==> src/rtl/axil_reg_bridge_if.sv <==
// rtl/axil_reg_bridge_if.sv - AXI4-Lite bus bundle between interconnect (master) and bridge (slave)
// Parameters: ADDR_WIDTH, DATA_WIDTH (32 or 64); STRB_W = DATA_WIDTH/8.
// Channels: AW (AWADDR/AWPROT/AWVALID/AWREADY), W (WDATA/WSTRB/WVALID/WREADY),
//           B (BRESP/BVALID/BREADY), AR (ARADDR/ARPROT/ARVALID/ARREADY),
//           R (RDATA/RRESP/RVALID/RREADY).
interface axil_reg_bridge_if #(
    parameter int ADDR_WIDTH = 32,
    parameter int DATA_WIDTH = 32
);
    localparam int STRB_W = DATA_WIDTH / 8;

    logic [ADDR_WIDTH-1:0] AWADDR;
    logic [2:0]            AWPROT;
    logic                  AWVALID;
    logic                  AWREADY;
    logic [DATA_WIDTH-1:0] WDATA;
    logic [STRB_W-1:0]     WSTRB;
    logic                  WVALID;
    logic                  WREADY;
    logic [1:0]            BRESP;
    logic                  BVALID;
    logic                  BREADY;
    logic [ADDR_WIDTH-1:0] ARADDR;
    logic [2:0]            ARPROT;
    logic                  ARVALID;
    logic                  ARREADY;
    logic [DATA_WIDTH-1:0] RDATA;
    logic [1:0]            RRESP;
    logic                  RVALID;
    logic                  RREADY;

    modport master (
        output AWADDR, AWPROT, AWVALID, WDATA, WSTRB, WVALID, BREADY,
               ARADDR, ARPROT, ARVALID, RREADY,
        input  AWREADY, WREADY, BRESP, BVALID, ARREADY, RDATA, RRESP, RVALID
    );

    modport slave (
        input  AWADDR, AWPROT, AWVALID, WDATA, WSTRB, WVALID, BREADY,
               ARADDR, ARPROT, ARVALID, RREADY,
        output AWREADY, WREADY, BRESP, BVALID, ARREADY, RDATA, RRESP, RVALID
    );
endinterface

==> src/rtl/axil_reg_bridge.sv <==
// rtl/axil_reg_bridge.sv - AXI4-Lite slave that turns each transaction into one register-port request
// Ports: ACLK clock; ARESET synchronous active-high reset; axil = slave side of axil_reg_bridge_if;
//        reg_req/reg_we/reg_addr/reg_wdata/reg_wstrb out to the register bank,
//        reg_ack/reg_rdata/reg_err back from it.
// Optional feature: define AXIL_REG_BRIDGE_TIMEOUT_EN to add a reg_ack watchdog of TIMEOUT_CYCLES.
module axil_reg_bridge #(
    parameter int                    ADDR_WIDTH     = 32,
    parameter int                    DATA_WIDTH     = 32,
    parameter logic [ADDR_WIDTH-1:0] BASE_ADDR      = '0,
    parameter int                    ADDR_SPAN      = 4096,
    parameter int                    TIMEOUT_CYCLES = 256
) (
    input  logic                    ACLK,
    input  logic                    ARESET,
    axil_reg_bridge_if.slave        axil,
    output logic                    reg_req,
    output logic                    reg_we,
    output logic [ADDR_WIDTH-1:0]   reg_addr,
    output logic [DATA_WIDTH-1:0]   reg_wdata,
    output logic [DATA_WIDTH/8-1:0] reg_wstrb,
    input  logic                    reg_ack,
    input  logic [DATA_WIDTH-1:0]   reg_rdata,
    input  logic                    reg_err
);
    localparam int                      STRB_W      = DATA_WIDTH / 8;
    localparam logic [ADDR_WIDTH:0]     BASE_EXT    = {1'b0, BASE_ADDR};
    localparam logic [ADDR_WIDTH:0]     SPAN_EXT    = (ADDR_WIDTH+1)'(ADDR_SPAN);
    localparam logic [ADDR_WIDTH-1:0]   ALIGN_MASK  = ~ADDR_WIDTH'(STRB_W - 1);
    localparam logic [1:0]              RESP_OKAY   = 2'b00;
    localparam logic [1:0]              RESP_SLVERR = 2'b10;
    localparam logic [1:0]              RESP_DECERR = 2'b11;

    typedef enum logic [1:0] {IDLE, ISSUE, WAIT_ACK, RESP} state_t;

    state_t                state;
    logic                  ready_en;
    logic                  aw_full, w_full, ar_full;
    logic [ADDR_WIDTH-1:0] aw_addr, ar_addr;
    logic [DATA_WIDTH-1:0] w_data;
    logic [STRB_W-1:0]     w_strb;
    logic                  last_write;
    logic                  cur_write;
    logic                  bvalid_q, rvalid_q;
    logic [1:0]            resp_q;
    logic [DATA_WIDTH-1:0] rdata_q;

    logic                  wr_pend, rd_pend, pick_write, in_range;
    logic [ADDR_WIDTH-1:0] sel_addr;
    logic [ADDR_WIDTH:0]   sel_diff;

`ifdef AXIL_REG_BRIDGE_TIMEOUT_EN
    localparam int CNT_W = $clog2(TIMEOUT_CYCLES + 1);
    logic [CNT_W-1:0] wd_cnt;
`endif

    // Readies stay low through reset and rise on the first cycle after it.
    assign axil.AWREADY = ready_en && !aw_full;
    assign axil.WREADY  = ready_en && !w_full;
    assign axil.ARREADY = ready_en && !ar_full;
    assign axil.BVALID  = bvalid_q;
    assign axil.BRESP   = resp_q;
    assign axil.RVALID  = rvalid_q;
    assign axil.RRESP   = resp_q;
    assign axil.RDATA   = rdata_q;

    always_comb begin
        wr_pend    = aw_full && w_full;
        rd_pend    = ar_full;
        // On a tie the type not served last wins.
        pick_write = wr_pend && (!rd_pend || !last_write);
        sel_addr   = pick_write ? aw_addr : ar_addr;
        // One extra bit: an address below BASE_ADDR borrows into the MSB and
        // lands above any legal span, so the window can never wrap.
        sel_diff   = {1'b0, sel_addr} - BASE_EXT;
        in_range   = sel_diff < SPAN_EXT;
    end

    always_ff @(posedge ACLK) begin
        if (ARESET) begin
            state      <= IDLE;
            ready_en   <= 1'b0;
            aw_full    <= 1'b0;
            w_full     <= 1'b0;
            ar_full    <= 1'b0;
            aw_addr    <= '0;
            ar_addr    <= '0;
            w_data     <= '0;
            w_strb     <= '0;
            last_write <= 1'b0;
            cur_write  <= 1'b0;
            bvalid_q   <= 1'b0;
            rvalid_q   <= 1'b0;
            resp_q     <= RESP_OKAY;
            rdata_q    <= '0;
            reg_req    <= 1'b0;
            reg_we     <= 1'b0;
            reg_addr   <= '0;
            reg_wdata  <= '0;
            reg_wstrb  <= '0;
`ifdef AXIL_REG_BRIDGE_TIMEOUT_EN
            wd_cnt     <= '0;
`endif
        end else begin
            ready_en <= 1'b1;

            if (axil.AWVALID && axil.AWREADY) begin
                aw_full <= 1'b1;
                aw_addr <= axil.AWADDR;
            end
            if (axil.WVALID && axil.WREADY) begin
                w_full <= 1'b1;
                w_data <= axil.WDATA;
                w_strb <= axil.WSTRB;
            end
            if (axil.ARVALID && axil.ARREADY) begin
                ar_full <= 1'b1;
                ar_addr <= axil.ARADDR;
            end

            case (state)
                IDLE: begin
                    if (wr_pend || rd_pend) begin
                        cur_write  <= pick_write;
                        last_write <= pick_write;
                        if (in_range) begin
                            reg_req   <= 1'b1;
                            reg_we    <= pick_write;
                            reg_addr  <= sel_diff[ADDR_WIDTH-1:0] & ALIGN_MASK;
                            reg_wdata <= pick_write ? w_data : '0;
                            reg_wstrb <= pick_write ? w_strb : '0;
                            state     <= ISSUE;
`ifdef AXIL_REG_BRIDGE_TIMEOUT_EN
                            wd_cnt    <= '0;
`endif
                        end else begin
                            resp_q <= RESP_DECERR;
                            if (pick_write) begin
                                bvalid_q <= 1'b1;
                            end else begin
                                rvalid_q <= 1'b1;
                                rdata_q  <= '0;
                            end
                            state <= RESP;
                        end
                    end
                end

                // ISSUE is the cycle reg_req first shows; an ack there counts.
                ISSUE, WAIT_ACK: begin
                    if (reg_ack) begin
                        reg_req <= 1'b0;
                        resp_q  <= reg_err ? RESP_SLVERR : RESP_OKAY;
                        if (cur_write) begin
                            bvalid_q <= 1'b1;
                        end else begin
                            rvalid_q <= 1'b1;
                            rdata_q  <= reg_rdata;
                        end
                        state <= RESP;
`ifdef AXIL_REG_BRIDGE_TIMEOUT_EN
                    end else if (wd_cnt == CNT_W'(TIMEOUT_CYCLES - 1)) begin
                        // reg_req has been up for TIMEOUT_CYCLES cycles: give up.
                        reg_req <= 1'b0;
                        resp_q  <= RESP_SLVERR;
                        if (cur_write) begin
                            bvalid_q <= 1'b1;
                        end else begin
                            rvalid_q <= 1'b1;
                            rdata_q  <= '0;
                        end
                        state <= RESP;
                    end else begin
                        wd_cnt <= wd_cnt + 1'b1;
                        state  <= WAIT_ACK;
`else
                    end else begin
                        state <= WAIT_ACK;
`endif
                    end
                end

                // Holding registers are released only on the response handshake,
                // which keeps a second AW back-pressured until the write completes.
                RESP: begin
                    if (bvalid_q && axil.BREADY) begin
                        bvalid_q <= 1'b0;
                        aw_full  <= 1'b0;
                        w_full   <= 1'b0;
                        state    <= IDLE;
                    end
                    if (rvalid_q && axil.RREADY) begin
                        rvalid_q <= 1'b0;
                        ar_full  <= 1'b0;
                        state    <= IDLE;
                    end
                end

                default: state <= IDLE;
            endcase
        end
    end
endmodule

==> src/flat_wrapper.sv <==
// flat-port wrapper written by rule: the top's interface ports become plain ports
module axil_reg_bridge_flat 
#(
    parameter int                    ADDR_WIDTH     = 32,
    parameter int                    DATA_WIDTH     = 32,
    parameter logic [ADDR_WIDTH-1:0] BASE_ADDR      = '0,
    parameter int                    ADDR_SPAN      = 4096,
    parameter int                    TIMEOUT_CYCLES = 256
)
  (ACLK, ARESET, reg_req, reg_we, reg_addr, reg_wdata, reg_wstrb, reg_ack, reg_rdata, reg_err, axil_AWADDR, axil_AWPROT, axil_AWVALID, axil_WDATA, axil_WSTRB, axil_WVALID, axil_BREADY, axil_ARADDR, axil_ARPROT, axil_ARVALID, axil_RREADY, axil_AWREADY, axil_WREADY, axil_BRESP, axil_BVALID, axil_ARREADY, axil_RDATA, axil_RRESP, axil_RVALID);
  axil_reg_bridge_if #(.ADDR_WIDTH(ADDR_WIDTH), .DATA_WIDTH(DATA_WIDTH)) axil_i ();
  input  logic ACLK;
  input  logic ARESET;
  output logic reg_req;
  output logic reg_we;
  output logic [ADDR_WIDTH-1:0] reg_addr;
  output logic [DATA_WIDTH-1:0] reg_wdata;
  output logic [DATA_WIDTH/8-1:0] reg_wstrb;
  input  logic reg_ack;
  input  logic [DATA_WIDTH-1:0] reg_rdata;
  input  logic reg_err;
  input wire logic [$bits(axil_i.AWADDR)-1:0] axil_AWADDR;
  input wire logic [$bits(axil_i.AWPROT)-1:0] axil_AWPROT;
  input wire logic [$bits(axil_i.AWVALID)-1:0] axil_AWVALID;
  input wire logic [$bits(axil_i.WDATA)-1:0] axil_WDATA;
  input wire logic [$bits(axil_i.WSTRB)-1:0] axil_WSTRB;
  input wire logic [$bits(axil_i.WVALID)-1:0] axil_WVALID;
  input wire logic [$bits(axil_i.BREADY)-1:0] axil_BREADY;
  input wire logic [$bits(axil_i.ARADDR)-1:0] axil_ARADDR;
  input wire logic [$bits(axil_i.ARPROT)-1:0] axil_ARPROT;
  input wire logic [$bits(axil_i.ARVALID)-1:0] axil_ARVALID;
  input wire logic [$bits(axil_i.RREADY)-1:0] axil_RREADY;
  output wire logic [$bits(axil_i.AWREADY)-1:0] axil_AWREADY;
  output wire logic [$bits(axil_i.WREADY)-1:0] axil_WREADY;
  output wire logic [$bits(axil_i.BRESP)-1:0] axil_BRESP;
  output wire logic [$bits(axil_i.BVALID)-1:0] axil_BVALID;
  output wire logic [$bits(axil_i.ARREADY)-1:0] axil_ARREADY;
  output wire logic [$bits(axil_i.RDATA)-1:0] axil_RDATA;
  output wire logic [$bits(axil_i.RRESP)-1:0] axil_RRESP;
  output wire logic [$bits(axil_i.RVALID)-1:0] axil_RVALID;
  assign axil_i.AWADDR = axil_AWADDR;
  assign axil_i.AWPROT = axil_AWPROT;
  assign axil_i.AWVALID = axil_AWVALID;
  assign axil_i.WDATA = axil_WDATA;
  assign axil_i.WSTRB = axil_WSTRB;
  assign axil_i.WVALID = axil_WVALID;
  assign axil_i.BREADY = axil_BREADY;
  assign axil_i.ARADDR = axil_ARADDR;
  assign axil_i.ARPROT = axil_ARPROT;
  assign axil_i.ARVALID = axil_ARVALID;
  assign axil_i.RREADY = axil_RREADY;
  assign axil_AWREADY = axil_i.AWREADY;
  assign axil_WREADY = axil_i.WREADY;
  assign axil_BRESP = axil_i.BRESP;
  assign axil_BVALID = axil_i.BVALID;
  assign axil_ARREADY = axil_i.ARREADY;
  assign axil_RDATA = axil_i.RDATA;
  assign axil_RRESP = axil_i.RRESP;
  assign axil_RVALID = axil_i.RVALID;
  axil_reg_bridge #(.ADDR_WIDTH(ADDR_WIDTH), .DATA_WIDTH(DATA_WIDTH), .BASE_ADDR(BASE_ADDR), .ADDR_SPAN(ADDR_SPAN), .TIMEOUT_CYCLES(TIMEOUT_CYCLES)) u_core (.ACLK(ACLK), .ARESET(ARESET), .axil(axil_i), .reg_req(reg_req), .reg_we(reg_we), .reg_addr(reg_addr), .reg_wdata(reg_wdata), .reg_wstrb(reg_wstrb), .reg_ack(reg_ack), .reg_rdata(reg_rdata), .reg_err(reg_err));
endmodule
==> config.mk <==
export PLATFORM = sky130hd
export DESIGN_NAME = axil_reg_bridge_flat
export DESIGN_NICKNAME = d
export VERILOG_FILES = /design/src/rtl/axil_reg_bridge_if.sv /design/src/rtl/axil_reg_bridge.sv /design/src/flat_wrapper.sv
export SDC_FILE = /design/constraint.sdc
export NUM_CORES = 1
export LEC_CHECK = 0
export BUFFER_PORTS_ARGS = -buffer_cell sky130_fd_sc_hd__buf_2
export CORE_MARGIN = 5
export CORE_UTILIZATION = 45
export CTS_CLUSTER_SIZE = 8
export DETAILED_ROUTE_END_ITERATION = 10
export PLACE_DENSITY = 0.79
export SYNTH_ARGS = -nofsm -noshare
export SYNTH_HDL_FRONTEND = slang
export SYNTH_SLANG_ARGS = --single-unit
==> constraint.sdc <==
create_clock -name ACLK -period 2.65 [get_ports ACLK]
set_input_delay 0.1325 -clock ACLK [delete_from_list [all_inputs] [get_ports ACLK]]
set_output_delay 0.1325 -clock ACLK [all_outputs]
set_load 0.01 [all_outputs]
== Word-level counts from Yosys, hierarchy flattened ==
Index checks and enable logic that the tools add are counted.
Storage, ports and cells
  bits in registers: 211
  latch bits: 0
  RAM bits: 0
  bits in read-only memories: 0
  output and inout bits: 111
  logic and storage cells: 109
  memories kept: 0
Cells by class
  add/sub/neg operators: 0
  multipliers: 0
  divide/modulo/power cells: 0
  magnitude comparators: 1
  equal/unequal tests: 14
  shift-type cells: 0
  muxes and demuxes: 48
  bitwise logic cells: 0
  reduce and logical (&&, ||, !) cells: 27
Operators with widths (count)
  32-bit two-way mux: 7
  32-bit case mux with 2 select lines: 1
  32-bit by 13-bit < comparator with 1-bit output (second input constant): 1
  1-bit two-way mux: 26
  6-bit AND reduction: 3
  2-bit two-way mux: 8
  2-bit by 1-bit != test with 1-bit output (second input constant): 6
  1-bit logical AND: 10
  2-bit != test (second input constant): 4
  4-bit AND reduction: 2
  1-bit case mux with 3 select lines: 2
  2-bit case mux with 3 select lines: 1
  2-bit == test (second input constant): 2
  1-bit zero test: 4
  4-bit two-way mux: 1
  2-bit case mux with 2 select lines: 1
  2-bit AND reduction: 2
  3-bit by 1-bit != test with 1-bit output (second input constant): 1
  3-bit AND reduction: 1
  2-bit by 1-bit == test with 1-bit output (second input constant): 1
  2-bit zero test: 1
  1-bit logical OR: 2
  1-bit case mux with 2 select lines: 1
  2-bit nonzero test: 1
  2-bit OR reduction: 1

== Longest topological paths before layout ==
Gate-level depths: netlist (run 1).
  depth in word-level cells: 8
  depth in mapped cells: 10
  gate-level depth less buffers: 8

== Worst setup path after synthesis (run 1) ==
Ideal clock, no wire load.
  path type: reg-to-reg
  start point: register u_core.aw_addr[27]
  end point: register u_core.rdata_q[10], in the netlist u_core.axil.RDATA[10]
  library setup time: 117 ps
  arrival: 1900 ps
  data required time: 2533 ps
  path slack: 633 ps
  stages on the path, launching flop included: 8
  buffers on the path: 2
  cells stage by stage: dfxtp_1 or4_4 nor4_4 o21ai_2 and4_4 buf_6 buf_6 a22o_1
Between the ends
  longest elaborated chain between the ends: 4
Ends and longest elaborated chain
  from (decl): RTL line axil_reg_bridge.sv:38  | logic [ADDR_WIDTH-1:0] aw_addr, ar_addr;
  from (signal assigned): RTL line axil_reg_bridge.sv:108  | aw_addr <= axil.AWADDR;
  32-bit two-way mux: RTL line axil_reg_bridge.sv:71  | sel_addr = pick_write ? aw_addr : ar_addr;
  32-bit by 13-bit < comparator with 1-bit output: RTL line axil_reg_bridge.sv:75  | in_range = sel_diff < SPAN_EXT;
  2-bit != test (no source line)
  6-bit AND reduction (no source line)
  to (signal assigned): RTL line axil_reg_bridge.sv:157  | rdata_q <= reg_rdata;
  to (decl): RTL line axil_reg_bridge.sv:45  | logic [DATA_WIDTH-1:0] rdata_q;
Every way passes these cells.
A chain may end at the register's enable or synchronous reset.

== Final worst setup path (run 1) ==
  start point: register u_core.ar_addr[27]
  end point: register u_core.reg_addr[18]
Between the ends
  longest elaborated chain between the ends: 3
Ends and longest elaborated chain
  from (decl): RTL line axil_reg_bridge.sv:38
  from (signal assigned): RTL line axil_reg_bridge.sv:117  | ar_addr <= axil.ARADDR;
  32-bit two-way mux: RTL line axil_reg_bridge.sv:71
  32-bit by 13-bit < comparator with 1-bit output: RTL line axil_reg_bridge.sv:75
  3-bit AND reduction (no source line)
  to (signal assigned): RTL line axil_reg_bridge.sv:128  | reg_addr <= sel_diff[ADDR_WIDTH-1:0] & ALIGN_MASK;
  to (decl): RTL line axil_reg_bridge.sv:18  | output logic [ADDR_WIDTH-1:0] reg_addr,
Every way passes these cells.

==> results.toml, run 1 <==
[timing]
fmax_ghz = 0.420
min_period_over_period_pct = 89.8
fin_setup_tns_ps = 0
hold_slack_ps = 24.5
hold_viol_final = 0
relSlewSlack_pct = 43.4
worst_slew_pin_slew_ps = 846
finalMaxSlewViolations = 0
finalSetupViolations = 0
clock_skew_ps = 17.1
fin_crit_ps = 2380
rsz0062_at_grt = "false"

[synth]
ys_ff_latch = 207
synth-compound-area-share_pct = 19.5
muxShareOfSynthArea_pct = 0
synth_fa_ha_area_share_pct = 0.337
synth_area_mm2 = 0.00743
avgSynthCellArea_um2 = 8.66
synth-edff-count = 0
synthSimpleGateAreaFrac_pct = 19.2
synth_flop_cell = "dfxtp_1"
synth_top_family_by_area = "compound AO/OA/AOI/OAI gates"
synth_xor_area_share_pct = 0
syn_inst = 858
ys_seq_area_share_pct = 55.7
synthArstFlopShare_pct = 0
synth_cell_types = 42
yosys_warnings = 0

[grt]
grt_pass1_wl_um = 37800
antenna_found_initial = 1
grt_pass1_vias = 7409
grt_max_degree = 61
grt_overflow_total = 0
grt_use_total_pct = 23.4

[setup_path]
crit_path_start = "u_core.ar_addr[27]$_SDFFE_PP0P_"
cp_slowest_cell = "or4_4"
r2r_start = "u_core.ar_addr[27]$_SDFFE_PP0P_"
crit_arrival_ps = 2790
cp-end-kind = "register"
cp-start-kind = "register"
critPathBufInv = 0
r2r_cells = 5
worst-path-stages = 5
r2r_end = "u_core.reg_addr[18]$_SDFFE_PP0P_"
slowest_delay_ps = 540
criticalPathCategory = "reg -> reg"
cpLargestDelayFamily = "simple AND/OR/NAND/NOR gates"
crit_chain = "or4_4, nor4_4, o211a_2, nor2_1, and2_1"
crit_end = "u_core.reg_addr[18]$_SDFFE_PP0P_"
required_ps = 3060
path_max_fanout = 20
ff2ff_setup_slack_ps = 270

[clock_tree]
cts_tree = "built"
cts_buffer_depth = 3
htreeDepth = 1
clockRootBuffer = "clkbuf_16"
numCtsBuffers = 29
ctsResizeCount = 0
clkTransAtPathRegs_ps = 50
cts.sink_count = 207
clock_latency_ps = 530

[detailed_routing]
first_pass_iters = 5
ant_nets = 0
viasPerCell = 5.20
drc = 0
via_count = 7465
dr.first_iter.drc_count = 497
wl_per_cell_um = 16.4
finalWirelength_um = 23600

[floorplanning]
die_y_um = 139
die-area_mm2 = 0.0192
ios = 258
fp.coreArea_mm2 = 0.0164
fp-row-count = 47
start_util_pct = 45.3
die_w_um = 139

[layout]
layout-drive-gt1-share_pct = 25.2
utilization_pct = 66.0
stdcell_count = 1435
syn_to_final_growth_pct = 45.7
fillers = 1241
fin_nets = 1363

[place]
io_buffers = 245
post-place-cells = 1271
gp_congestion = 0.870
dpl.hpwl_um = 14000

[pwr]
ir_drop_mv = 0.538
leakagePower_uw = 0.00462
cellPowerDensity_mw_per_mm2 = 768
power.total_uw = 8320

[status]
status = "finished clean"

[run]
maxCapViolations = 0

[worst_hold_path]
holdCritPathClass = "in -> reg"
hold_depth = 3
==> power by group <==
group	total, uW	switching, uW	internal, uW
clock network	3160	1240	1920
logic	1620	927	695
registers	3540	162	3380
total	8320	2330	5990
==> through the flow <==
| stage | worst slack, ps | instance area, um2 |
|---|---|---|
| floorplan | 633 | 7440 |
| global placement | 294 | 8760 |
| detailed placement | 255 | 8760 |
| CTS | 255 | 10800 |
| global route | 88.6 | 10800 |
| finish | 270 | 10800 |
==> how the worst min path moves through the flow <==
stage / startpoint / to / slack [ps]
floorplan: ARESET / u_core.ready_en$_DFF_P_ / 240
global placement: reg_rdata[19] / u_core.axil.RDATA[19]$_SDFFE_PP0P_ / 340
detailed placement: reg_rdata[14] / u_core.axil.RDATA[14]$_SDFFE_PP0P_ / 350
CTS: axil_WVALID / u_core.w_full$_SDFF_PP0_ / 20
global route: axil_WVALID / u_core.w_full$_SDFF_PP0_ / 20
finish: axil_WVALID / u_core.w_full$_SDFF_PP0_ / 20
==> kinds of logic (layout without fill, tap and decap cells) <==
kind of cell,after synthesis,after routing
buffers and inverters,80,435
adders and majority gates,2,2
AOI/OAI and AO/OA,244,244
other,1,3
and+or+nand+nor,324,324
DFF,207,207
==> placed cells by master (no fill, tap or decap), drive strengths merged, types with 13 or more instances in the layout <==
master / n
a311oi: 13
dlygate4sd3: 132
buf: 264
a22o: 32
o21ai: 40
nor2: 17
nand2: 225
clkbuf: 30
nand3: 37
and2: 23
dfxtp: 207
a21oi: 140
==> what timing repair did <==
item,CTS,global route
buffers inserted,0,0
hold buffers,132,0
hold endpoints to repair,134,0
==> cells in the mapped netlist (all sizes together) (2+ instances only) <==
cell    instances  share of area (%)
nand2         225                 11
dfxtp         207                 56
a21oi         140                9.4
clkbuf         51                2.6
o21ai          40                2.7
nand3          37                2.5
a22o           32                3.8
and2           23                1.9
buf            21                2.2
nor2           17               0.86
a311oi         13                1.5
nor4           11                1.3
inv             8               0.40
a31oi           5               0.50
nor2b           3               0.25
a22oi           2               0.20
and4            2               0.27
ha              2               0.34
o21a            2               0.20
or4             2               0.30
==> sequential cells by signal (all words and copies together), names as in the netlist <==
register,count
u_core.ar_full,1
u_core.axil.RDATA,32
u_core.last_write,1
u_core.w_data,32
u_core.axil.BRESP,2
u_core.w_full,1
u_core.aw_addr,30
u_core.axil.RVALID,1
u_core.ar_addr,30
u_core.state,2
u_core.reg_wstrb,4
u_core.aw_full,1
u_core.reg_we,1
u_core.w_strb,4
u_core.reg_wdata,32
u_core.ready_en,1
u_core.reg_addr,30
u_core.reg_req,1
u_core.axil.BVALID,1
==> worst reg2reg max path: stages, from the launching register on <==
cell and delay (ps):
dfxtp_1 310, or4_4 540, nor4_4 410, o211a_2 450
nor2_1 290, and2_1 280
==> routing by layer <==
layer / global-route usage [%] / part of all wire (%) / vias to the layer above
li1: - / - / 3617
met1: 27.8 / 39 / 3459
met2: 40.0 / 49 / 325
met3: 6.25 / 8.0 / 64
met4: 9.93 / 3.7 / 0
met5: 0 / 0 / -
==> cell type report <==
| class | count | area (um2) | area share [%] |
|---|---|---|---|
| Clock inverter | 1 | 20.0 | 0.185 |
| Multi-Input combinational cell | 572 | 2910 | 26.9 |
| Inverter | 8 | 30.0 | 0.277 |
| Sequential cell | 207 | 4140 | 38.3 |
| Timing Repair Buffer | 396 | 2720 | 25.1 |
| Antenna cell | 1 | 2.50 | 0.0231 |
| Tap cell | 220 | 275 | 2.54 |
| Clock buffer | 30 | 729 | 6.73 |
Power figures use the tool's default switching activity.
==> run 2: changes to the inputs <==
CORE_UTILIZATION = 35   (was 45)
CTS_CLUSTER_SIZE = 12   (was 8)
PLACE_DENSITY = 0.65   (was 0.79)
clock period = 2.3 ns   (was 2.65 ns; I/O delays follow)
==> results.toml, run 2 (synthesis gave the netlist of run 1 again) <==
[worst_hold_path]
min_from = "reg_ack"
hold_depth = 5
holdCritPathClass = "in -> reg"
holdPathEnd = "u_core.state[0]$_SDFFE_PP0P_"

[pwr]
leakagePower_uw = 0.00471
ir_drop_mv = 0.442
cellPowerDensity_mw_per_mm2 = 855

[floorplanning]
fp.coreArea_mm2 = 0.0210
start_util_pct = 35.5
fp-row-count = 53
die_y_um = 156
ios = 258
die-area_mm2 = 0.0243
die_w_um = 156

[run]
maxCapViolations = 0

[setup_path]
r2r_start = "u_core.ar_addr[27]$_SDFFE_PP0P_"
crit_arrival_ps = 2600
path_max_fanout = 28
required_ps = 2730
slowest_delay_ps = 540
r2r_end = "u_core.axil.RDATA[7]$_SDFFE_PP0P_"
critPathBufInv = 1
crit_chain = "or4_4, nor4_4, o21ai_2, a31oi_2, buf_12, a22o_1"
r2r_cells = 6
cpLargestDelayFamily = "simple AND/OR/NAND/NOR gates"
ff2ff_setup_slack_ps = 130
cp-end-kind = "register"
cp_slowest_cell = "or4_4"
criticalPathCategory = "reg -> reg"
cp-start-kind = "register"

[place]
io_buffers = 245
gp_congestion = 0.831
dp_slack_ps = 108
dpl.hpwl_um = 14500

[detailed_routing]
ant_nets = 0
met2_length_um = 10900
viasPerCell = 4.81
first_pass_iters = 5
top_layer = "met4"
finalWirelength_um = 23000
dr.first_iter.drc_count = 367
wl_met1_um = 9490
drc = 0
via_count = 7272
wl_per_cell_um = 15.2
wl_met3_um = 1750

[layout]
utilization_pct = 52.6
mostFrequentLayoutCell = "buf_2"
n_antenna_cell = 0
syn_to_final_growth_pct = 48.3
regArea_mm2 = 0.00414
final_cell_mix = "buf_2, nand2_1, dfxtp_1, dlygate4sd3_1, a21oi_1"
multiInputGateArea_mm2 = 0.00292
fin_nets = 1373
fillers = 1970
layout-drive-gt1-share_pct = 26.0

[timing]
clock_skew_ps = 16.3
finalMaxSlewViolations = 0
fin_crit_ps = 2170
fmax_ghz = 0.460
relSlewSlack_pct = 35.7
rsz0062_at_grt = "false"
setup_ws_ps = 128
fin_setup_tns_ps = 0
min_period_over_period_pct = 94.4
worst_slew_pin_slew_ps = 961
finalSetupViolations = 0
hold_viol_final = 0

[clock_tree]
numCtsBuffers = 23
cts.sink_count = 207
clock_latency_ps = 510
cts_buffer_depth = 3
cts_tree = "built"
postCtsSetupBuffers = 0
htreeDepth = 1
clkTransAtPathRegs_ps = 60
clockRootBuffer = "clkbuf_16"

[grt]
grt_pass1_vias = 7171
grt_overflow_total = 0
grt_max_degree = 71
grt_use_total_pct = 17.9
antenna_found_initial = 0
grt_pass1_wl_um = 36300

[status]
status = "finished clean"
==> run 2: cell count changes in the layout (fill, tap and decap cells not counted), sizes merged <==
cell	change
clkinvlp	+1
dlygate4sd3	+8
clkinv	+5
diode	-1
buf	+8
==> run 2: power by group <==
| group | total (uW) | switching [uW] | internal, uW |
|---|---|---|---|
| combinational | 1970 | 1090 | 881 |
| sequential | 4060 | 170 | 3890 |
| clock | 3400 | 1400 | 2010 |
| total | 9430 | 2650 | 6770 |
==> run 2: worst max path at each step <==
stage / from / to / slack (ps) / cells after the start
floorplan: u_core.aw_addr[27]$_SDFFE_PP0P_ / u_core.axil.RDATA[10]$_SDFFE_PP0P_ / 280 / 7
global placement: u_core.aw_addr[27]$_SDFFE_PP0P_ / u_core.reg_addr[10]$_SDFFE_PP0P_ / 130 / 6
detailed placement: u_core.aw_addr[27]$_SDFFE_PP0P_ / u_core.reg_addr[30]$_SDFFE_PP0P_ / 110 / 5
CTS: u_core.aw_addr[27]$_SDFFE_PP0P_ / u_core.reg_addr[16]$_SDFFE_PP0P_ / 100 / 5
global route: u_core.ar_addr[27]$_SDFFE_PP0P_ / u_core.axil.RDATA[7]$_SDFFE_PP0P_ / 5 / 6
finish: u_core.ar_addr[27]$_SDFFE_PP0P_ / u_core.axil.RDATA[7]$_SDFFE_PP0P_ / 130 / 6
==> run 2: worst reg2reg max path: cells and delay by family, from the launching register on <==
kind / cells / cell delay [ps]
and+or+nand+nor: 2 / 950
AOI/OAI and AO/OA: 3 / 640
DFF: 1 / 310
buffers and inverters: 1 / 220
==> run 2: cell type report <==
type                            count  share of cell area [%]
Tap cell                          275                    3.12
Timing Repair Buffer              412                    26.1
Multi-Input combinational cell    572                    26.5
Clock inverter                      7                   0.374
Sequential cell                   207                    37.6
Clock buffer                       30                    6.00
Inverter                            8                   0.272
==> run 2: per-stage QoR <==
stage | power, uW | cells | hold WS [ps] | instance area, um2
global placement | 5870 | 1334 | 326 | 8910
finish | 9430 | 1511 | 87.9 | 11000
CTS | 9530 | 1511 | 61.3 | 11000
global route | 9920 | 1511 | 153 | 11000
detailed placement | 5890 | 1334 | 328 | 8910
floorplan | 5240 | 859 | 225 | 7440
==> run 2: repair_timing <==
| item | in CTS | in global routing |
|---|---|---|
| endpoints found under the setup margin | 0 | 19 |
| resized for setup | 0 | 2 |
| hold buffers | 140 | 0 |
| hold endpoints to repair | 135 | 0 |
==> run 2: metal layers <==
layer,track usage [%],up-vias
met2,30.0,258
met1,22.0,3307
met3,4.52,64
met4,7.54,0
li1,-,3643
met5,0,-
